[config.mk]
export PLATFORM = sky130hd
export DESIGN_NAME = shift_right_seq
export DESIGN_NICKNAME = d
export VERILOG_FILES = /design/src/rtl/mips_pkg.sv /design/src/rtl/shift_right_step.sv /design/src/rtl/shift_right_seq.sv
export SDC_FILE = /design/constraint.sdc
export NUM_CORES = 1
export LEC_CHECK = 0
export BUFFER_PORTS_ARGS = -buffer_cell sky130_fd_sc_hd__buf_4
export CAP_MARGIN = 20
export CORE_MARGIN = 5
export CORE_UTILIZATION = 25
export DETAILED_ROUTE_END_ITERATION = 6
export PLACE_DENSITY = 0.41
export SYNTH_ARGS = -nofsm -noshare
export SYNTH_HDL_FRONTEND = slang
export SYNTH_HIERARCHICAL = 1
export SYNTH_SLANG_ARGS = --single-unit
[constraint.sdc]
create_clock -name Clk -period 3.1 [get_ports Clk]
set_clock_uncertainty 0.05 [all_clocks]
set_input_delay 0.62 -clock Clk [delete_from_list [all_inputs] [get_ports Clk]]
set_output_delay 0.62 -clock Clk [all_outputs]
set_load 0.01 [all_outputs]
[src/rtl/mips_pkg.sv]
// Shared MIPS datapath definitions: shifter FSM encoding, word sizes
// and the fill-select constants used by the right shifter.
package mips_pkg;

    localparam int WORD_W  = 32;
    localparam int SHAMT_W = 5;

    // arith input: 0 selects SRL (zero fill), 1 selects SRA (sign fill)
    localparam logic FILL_ZERO = 1'b0;
    localparam logic FILL_SIGN = 1'b1;

    typedef enum logic [1:0] {
        IDLE  = 2'b00,
        SHIFT = 2'b01,
        DONE  = 2'b10
    } state_t;

    // Bits to shift this cycle: the smaller of the per-cycle step and what remains.
    function automatic int unsigned step_amount(input int unsigned cnt, input int unsigned step);
        return (cnt > step) ? step : cnt;
    endfunction

endpackage

[src/rtl/shift_right_step.sv]
// One combinational right-shift slice: shifts data right by k (0..STEP)
// and replicates the fill bit into the vacated MSBs.
module shift_right_step
    import mips_pkg::*;
#(
    parameter int WIDTH = WORD_W,
    parameter int KW    = 3
) (
    input  logic [WIDTH-1:0] data,
    input  logic [KW-1:0]    k,
    input  logic             fill,
    output logic [WIDTH-1:0] result
);

    logic [WIDTH-1:0] fill_mask;

    always_comb begin
        fill_mask = ~({WIDTH{1'b1}} >> k);
        result    = (data >> k) | (fill ? fill_mask : '0);
    end

endmodule

[src/rtl/shift_right_seq.sv]
// Multi-cycle SRL/SRA/SRLV/SRAV shifter: captures an operand on start,
// shifts up to STEP bits per cycle, then holds the result with a done pulse.
module shift_right_seq #(
    parameter int WIDTH   = mips_pkg::WORD_W,
    parameter int SHAMT_W = mips_pkg::SHAMT_W,
    parameter int STEP    = 4
) (
    input  logic               Clk,
    input  logic               Rst,
    input  logic               start,
    input  logic [WIDTH-1:0]   in,
    input  logic [SHAMT_W-1:0] shamt,
    input  logic               arith,
    output logic [WIDTH-1:0]   out,
    output logic               busy,
    output logic               done,
    output logic [1:0]         dbg_state
);

    import mips_pkg::*;

    // Handshake: start acts as valid and !busy as ready; a request is
    // accepted only on an edge where start=1 and busy=0. Requests made
    // while busy are dropped, not queued, and operands are captured only
    // at acceptance. done marks the single cycle in which out is new.

    localparam int KW = $clog2(STEP + 1);
    localparam logic [SHAMT_W-1:0] STEP_CNT = SHAMT_W'(STEP);

    state_t             state, state_n;
    logic [WIDTH-1:0]   data_q, data_n;
    logic [SHAMT_W-1:0] cnt_q, cnt_n;
    logic               fill_q, fill_n;
    logic [WIDTH-1:0]   out_q, out_n;
    logic [KW-1:0]      k;
    logic [WIDTH-1:0]   step_out;

    always_comb begin
        k = (cnt_q > STEP_CNT) ? KW'(STEP) : cnt_q[KW-1:0];
    end

    shift_right_step #(
        .WIDTH (WIDTH),
        .KW    (KW)
    ) u_step (
        .data   (data_q),
        .k      (k),
        .fill   (fill_q),
        .result (step_out)
    );

    always_ff @(posedge Clk or posedge Rst) begin
        if (Rst) begin
            state  <= IDLE;
            data_q <= '0;
            cnt_q  <= '0;
            fill_q <= FILL_ZERO;
            out_q  <= '0;
        end else begin
            state  <= state_n;
            data_q <= data_n;
            cnt_q  <= cnt_n;
            fill_q <= fill_n;
            out_q  <= out_n;
        end
    end

    always_comb begin
        state_n = state;
        data_n  = data_q;
        cnt_n   = cnt_q;
        fill_n  = fill_q;
        out_n   = out_q;
        case (state)
            IDLE: begin
                if (start) begin
                    data_n = in;
                    cnt_n  = shamt;
                    fill_n = (arith == FILL_SIGN) ? in[WIDTH-1] : FILL_ZERO;
                    if (shamt == '0) begin
                        // zero shift skips SHIFT and publishes the operand as-is
                        state_n = DONE;
                        out_n   = in;
                    end else begin
                        state_n = SHIFT;
                    end
                end
            end
            SHIFT: begin
                data_n = step_out;
                cnt_n  = cnt_q - SHAMT_W'(k);
                if (cnt_n == '0) begin
                    state_n = DONE;
                    out_n   = step_out;
                end
            end
            DONE: begin
                state_n = IDLE;
            end
            default: begin
                state_n = IDLE;
            end
        endcase
    end

    always_comb begin
        out       = out_q;
        busy      = (state != IDLE);
        done      = (state == DONE);
        dbg_state = state;
    end

endmodule

# Yosys cells after proc, flatten, opt, wreduce, memory -nomap -nowiden
# Index checks and enable logic that the tools add are counted.
# Widths: inputs -> output; s select.
[classes] add_sub_neg=1 n_lt_le_gt_ge=1 eq_ne=5 shift=2 muxes=15 n_bitwise=2 n_reduce_logical=9
[ops] operator="$mux 32" n=5
[ops] operator="$pmux 32 s2" n=2
[ops] operator="$not 32->32" n=1
[ops] operator="$or 32x32->32" n=1
[ops] operator="$shr 32x3->32" n=1
[ops] operator="$shr 32x3->32 const A" n=1
[ops] operator="$logic_not 5->1" n=2
[ops] operator="$pmux 5 s2" n=1
[ops] operator="$mux 2" n=3
[ops] operator="$ne 2x2->1 const B" n=3
[ops] operator="$reduce_and 2->1" n=3
[ops] operator="$gt 5x3->1 const B" n=1
[ops] operator="$mux 5" n=1
[ops] operator="$sub 5x3->5" n=1
[ops] operator="$pmux 2 s2" n=1
[ops] operator="$reduce_and 4->1" n=1
[ops] operator="$reduce_bool 2->1" n=2
[ops] operator="$mux 3" n=1
[ops] operator="$eq 2x1->1 const B" n=1
[ops] operator="$eq 2x2->1 const B" n=1
[ops] operator="$logic_not 2->1" n=1
[ops] operator="$mux 1" n=1
[word_totals] register_bits=72 in_bits=41 output_inout_bits=36 elab_cells=40

# Depth between registers and ports, before layout
[logic_depth] word_depth=8 ltp_mapped=12 ltp_nobuf=8

# Modules after synthesis
# Netlist, hierarchy kept.
[by_module_without_submodules] mod="shift_right_seq" n_inst=1 cells_each=310 area_per_inst_um2=3328.2
[by_module_without_submodules] mod="shift_right_step" n_inst=1 cells_each=144 area_per_inst_um2=1129.8

# Least setup slack after synthesis
# OpenSTA, ideal clock, no wires.
[synth_path] kind="flip-flop to flip-flop" start="register cnt_q[2]" end="register out_q[0] (netlist: out[0])" t_arrival_ns=2.613 slack_ns=0.312 path_stages_with_launch=12 path_buffers=3 synth_period_minus_slack_ns=2.788 path_cell_list="dfrtp_1 -> clkbuf_1 -> nor3_1 -> inv_1 -> nand2_1 -> ha_1 -> or4b_1 -> or3_1 -> o211a_1 -> buf_6 -> buf_6 -> mux2_4"
[synth_between] elab_chain_cells=8 elab_cells_between_ends=13 classes_between="add/sub: 1; order compare: 1; eq/ne: 1; shift: 2; mux: 4; bitwise: 2; reduce/logical: 2"
[synth_rtl] element="from (decl)" line_no="shift_right_seq.sv:32" source="logic [SHAMT_W-1:0] cnt_q, cnt_n;"
[synth_rtl] element="from (signal assigned)" line_no="shift_right_seq.sv:62" source="cnt_q <= cnt_n;"
[synth_rtl] element="$gt 5x3->1" line_no="shift_right_seq.sv:39" source="k = (cnt_q > STEP_CNT) ? KW'(STEP) : cnt_q[KW-1:0];"
[synth_rtl] element="$mux 3 *" line_no="shift_right_seq.sv:39"
[synth_rtl] element="via k[2]" line_no="shift_right_seq.sv:35" source="logic [KW-1:0] k;"
[synth_rtl] element="branches (longest 6 deep; another with $sub 5x3->5)"
[synth_rtl] element="to (signal assigned)" line_no="shift_right_seq.sv:64" source="out_q <= out_n;"
[synth_rtl] element="to (decl)" line_no="shift_right_seq.sv:34" source="logic [WIDTH-1:0] out_q, out_n;"
# Mark *: on every way through the listed nets, which the timed path passes. The select of a mux whose other input is x is not followed.
# A chain may end at the register's enable or synchronous reset.

# Final worst setup path
[layout_path] start="register cnt_q[4]" end="register out_q[20] (netlist: out[20])"
[layout_between] elab_chain_cells=8 elab_cells_between_ends=13 classes_between="add/sub: 1; order compare: 1; eq/ne: 1; shift: 2; mux: 4; bitwise: 2; reduce/logical: 2"
[layout_rtl] element="$gt 5x3->1 *" line_no="shift_right_seq.sv:39"
[layout_rtl] element="$mux 3 *" line_no="shift_right_seq.sv:39"
[layout_rtl] element="via k[2]" line_no="shift_right_seq.sv:35"
[layout_rtl] element="branches (longest 6 deep; another with $sub 5x3->5)"
# Marks and branches as above.

==> parameters.txt <==
Parameter                              Value

Run status
  Outcome    complete, no violations

Layout
  Fraction of final layout cells sized beyond drive strength 1    30.6%
  Storage element area    1800 µm²
  Post-route design area    5550 µm²
  Final #Nets    563
  Highest-count cells in the layout ignoring fill and taps    buf_4, dfrtp_1, nand2_1, mux2i_1, mux2_2
  ANT cells    0
  Final Core Density    31.9%
  Layout-stage area growth over the synthesis result    24.4%
  Fill cell count    1867
  Most frequent standard cell in the layout excluding fill and tap cells    buf_4
  Multi-input gate area    2370 µm²

Route
  Number of detailed-routing iterations run before antenna repair    6
  Total via count after detailed routing    3648
  Number of antenna-violating nets in the routed design    0
  Residual DRC count    0
  DR vias/cell    4.86
  Starting DRT DRC Count    193
  Detailed Route WL    12800 µm
  Average wire per standard cell    17.0 µm

Floorplanning
  Overall die height    144 µm
  Num ports    77
  Overall die area    20600 µm²
  Die width    144 µm
  Area of the core region    17400 µm²
  Initial Utilization    25.6%
  # rows    48

Critical path
  Critical path start-end classification    register to register
  Cell depth of the worst flop-to-flop path    9
  List of cells traversed by the critical path    nor3_2 -> inv_1 -> nand2_1 -> ha_1 -> or4b_1 -> or3_1 -> o211a_2 -> buf_4 -> mux2i_1
  Max Fanout on Critical Path    16
  Source of the worst register-to-register timing path    cnt_q[4]
  Required time of the critical path    3.26 ns
  Register-to-register setup slack    0.24 ns
  Startpoint type of the worst setup path    register
  Total stage count of the critical path    9
  Worst Setup End Kind    register
  Slowest cell on crit path    or4b_1
  CP top delay family    simple AND/OR/NAND/NOR gates
  Buf+Inv Stages, Crit Path    2
  Critical path arrival    3.02 ns
  Endpoint of the most critical register-to-register path    out[20]
  Largest incremental delay on the critical path    0.49 ns

Placement
  Minimum setup slack after placement    0.128 ns
  Total half-perimeter wirelength after legalization and detailed placement    9380 µm
  Routability Congestion    0.807
  Input/output buffers    76
  Dpl cell area    5240 µm²

Worst hold path
  Worst hold path class    input port to async pin

Global routing
  Pin count of the biggest net entering global routing    41
  Number of antenna violations at the first check in global routing    0
  Combined global-route utilization of all metal layers    12.7%
  Global-route congestion overflow total    0
  First-pass GRT wire length    20700 µm
  Via count of the first global-routing pass    3899

Yosys
  Mean cell area of the mapped netlist    9.82 µm²
  Count of cell types in the netlist    42
  Synth Instances    454
  Yosys reg bits    72
  Mapped Nets    496
  Post-synthesis sequential area ratio    40.4%
  Number of warning messages in the yosys log    6
  Mapped Area    4460 µm²

Clock network
  Num CTS Buffers    9
  Count of hold buffers inserted by post-cts repair    0
  CTS root buffer    clkbuf_16
  CTS H-tree lvls    3
  CTS tree    yes
  Clock latency reported for the late side of the worst-skew pair    0.34 ns
  Clock-pin slew reported for the worst setup and hold paths after clock tree synthesis    0.06 ns
  Sinks on the clock net    72
  Deepest clock path buffer count    2

STA
  Actual slew at the worst max-slew pin    1.07 ns
  Ratio of final minimum period to clock period    92.2%
  Remaining max-slew budget at the tightest pin    28.2%
  Total count of hold-check failures in the final report    0
  Min Tclk post-route    2.86 ns
  Post-route setup TNS    0 ns
  Post-layout worst setup margin    0.241 ns
  RSZ-0062 raised after global routing    false
  Setup violators final    0
  Maximum clock frequency    0.350 GHz
  Final Max Tran Viols    0

Pwr
  Power density over cell area    1270 nW/µm²
  Highest ir drop seen on vdd    0.415 mV
  Static power due to leakage    0.00266 µW

Job
  Maximum capacitance violations    0
-- routing by layer --
layer | track usage (%) | wire, µm | up-vias
li1 | - | - | 1770
met1 | 16.2 | 5660 | 1762
met2 | 21.0 | 6190 | 94
met3 | 3.33 | 670 | 22
met4 | 4.61 | 268 | 0
met5 | 0 | 0 | -
-- where the power goes --
part           leakage (µW)  total [µW]  switching (µW)  internal [µW]
logic               0.00164        4110            2170           1940
registers          0.000867        1870             414           1450
clock network      0.000150        1050             383            664
total               0.00266        7020            2970           4050
-- synthesized netlist by cell type --
master    number  area, µm²
or2_2          3       18.8
nor2b_1        3       18.8
conb_1         1       3.75
a2bb2o_1       1       10.0
a221oi_1      15        131
o31ai_1        1       7.51
buf_12         2       40.0
and2b_1        1       7.51
o21ai_0       25        125
buf_6          4       45.0
or4_1          1       7.51
and2_1         3       18.8
ha_1           1       12.5
or2b_1         3       22.5
o22ai_1       32        200
a221o_1        4       40.0
nand2b_1       3       18.8
or3_1          1       6.26
nand4_1        1       6.26
or4b_1         2       20.0
a21oi_1        9       45.0
a211oi_1       3       22.5
buf_1          3       11.3
o211ai_1       2       15.0
nor3_1         2       10.0
a211o_1        1       8.76
inv_1         29        109
a311oi_1       2       17.5
a32oi_1        1       8.76
o211a_1        1       10.0
o21bai_1       2       15.0
mux2_4        11        165
mux2_2        37        417
clkbuf_1      14       52.6
nor2_1        17       63.8
buf_2         11       55.1
dfrtp_1       72       1800
a22oi_1        2       15.0
a31o_2         1       8.76
mux2i_1       58        581
nand2_1       68        255
a222oi_1       1       10.0
-- how the worst max path moves through the flow --
stage,startpoint,to
global route,cnt_q[4],out[14]
CTS,cnt_q[4],out[20]
floorplan,cnt_q[2],out[0]
finish,cnt_q[4],out[20]
detailed placement,cnt_q[4],out[12]
global placement,cnt_q[4],out[26]
-- metrics by stage --
stage          cells  power, µW  hold slack [ns]
5_1_grt          751       7650            0.334
6_report         751       7020            0.285
2_1_floorplan    454       4780            0.412
3_5_place_dp     735       6050            0.455
3_3_place_gp     735       6000            0.450
4_1_cts          751       7150            0.289
-- logic make-up after synthesis --
kind of cell	after synthesis	synth area share, %
adders and majority gates	1	0.281
DFF	72	40.4
other	1	0.0841
and+or+nand+nor	108	10.6
buffers and inverters	63	7.02
muxes	106	26.1
AOI/OAI and AO/OA	103	15.5
-- final cells by class --
| type | count | share of cell area [%] |
|---|---|---|
| well taps | 225 | 5.07 |
| flip-flops and latches | 72 | 32.5 |
| clock inverters | 3 | 0.722 |
| clock buffers | 13 | 4.69 |
| repair buffers | 90 | 12.4 |
| multi-input cells | 319 | 42.7 |
| inverters | 29 | 1.96 |
-- timing repair --
action	CTS	global route
resized for setup	0	1
endpoints found under the setup margin	0	7
setup buffers	0	0
-- worst register-to-register path, delay by kind of cell (launching register included) --
| family | cells | cell delay, ns |
|---|---|---|
| AO/OA/AOI/OAI | 1 | 0.30 |
| AND/OR/NAND/NOR | 4 | 1.13 |
| adder cells (fa/ha/maj) | 1 | 0.25 |
| buffers and inverters | 2 | 0.38 |
| multiplexers | 1 | 0.16 |
| flip-flops | 1 | 0.45 |
-- sequential cells by signal, indices dropped and copies added, names as in the netlist --
register	cells
dbg_state	2
cnt_q	5
data_q	32
out	32
fill_q	1
No activity file was read; power rests on OpenSTA's default activity.
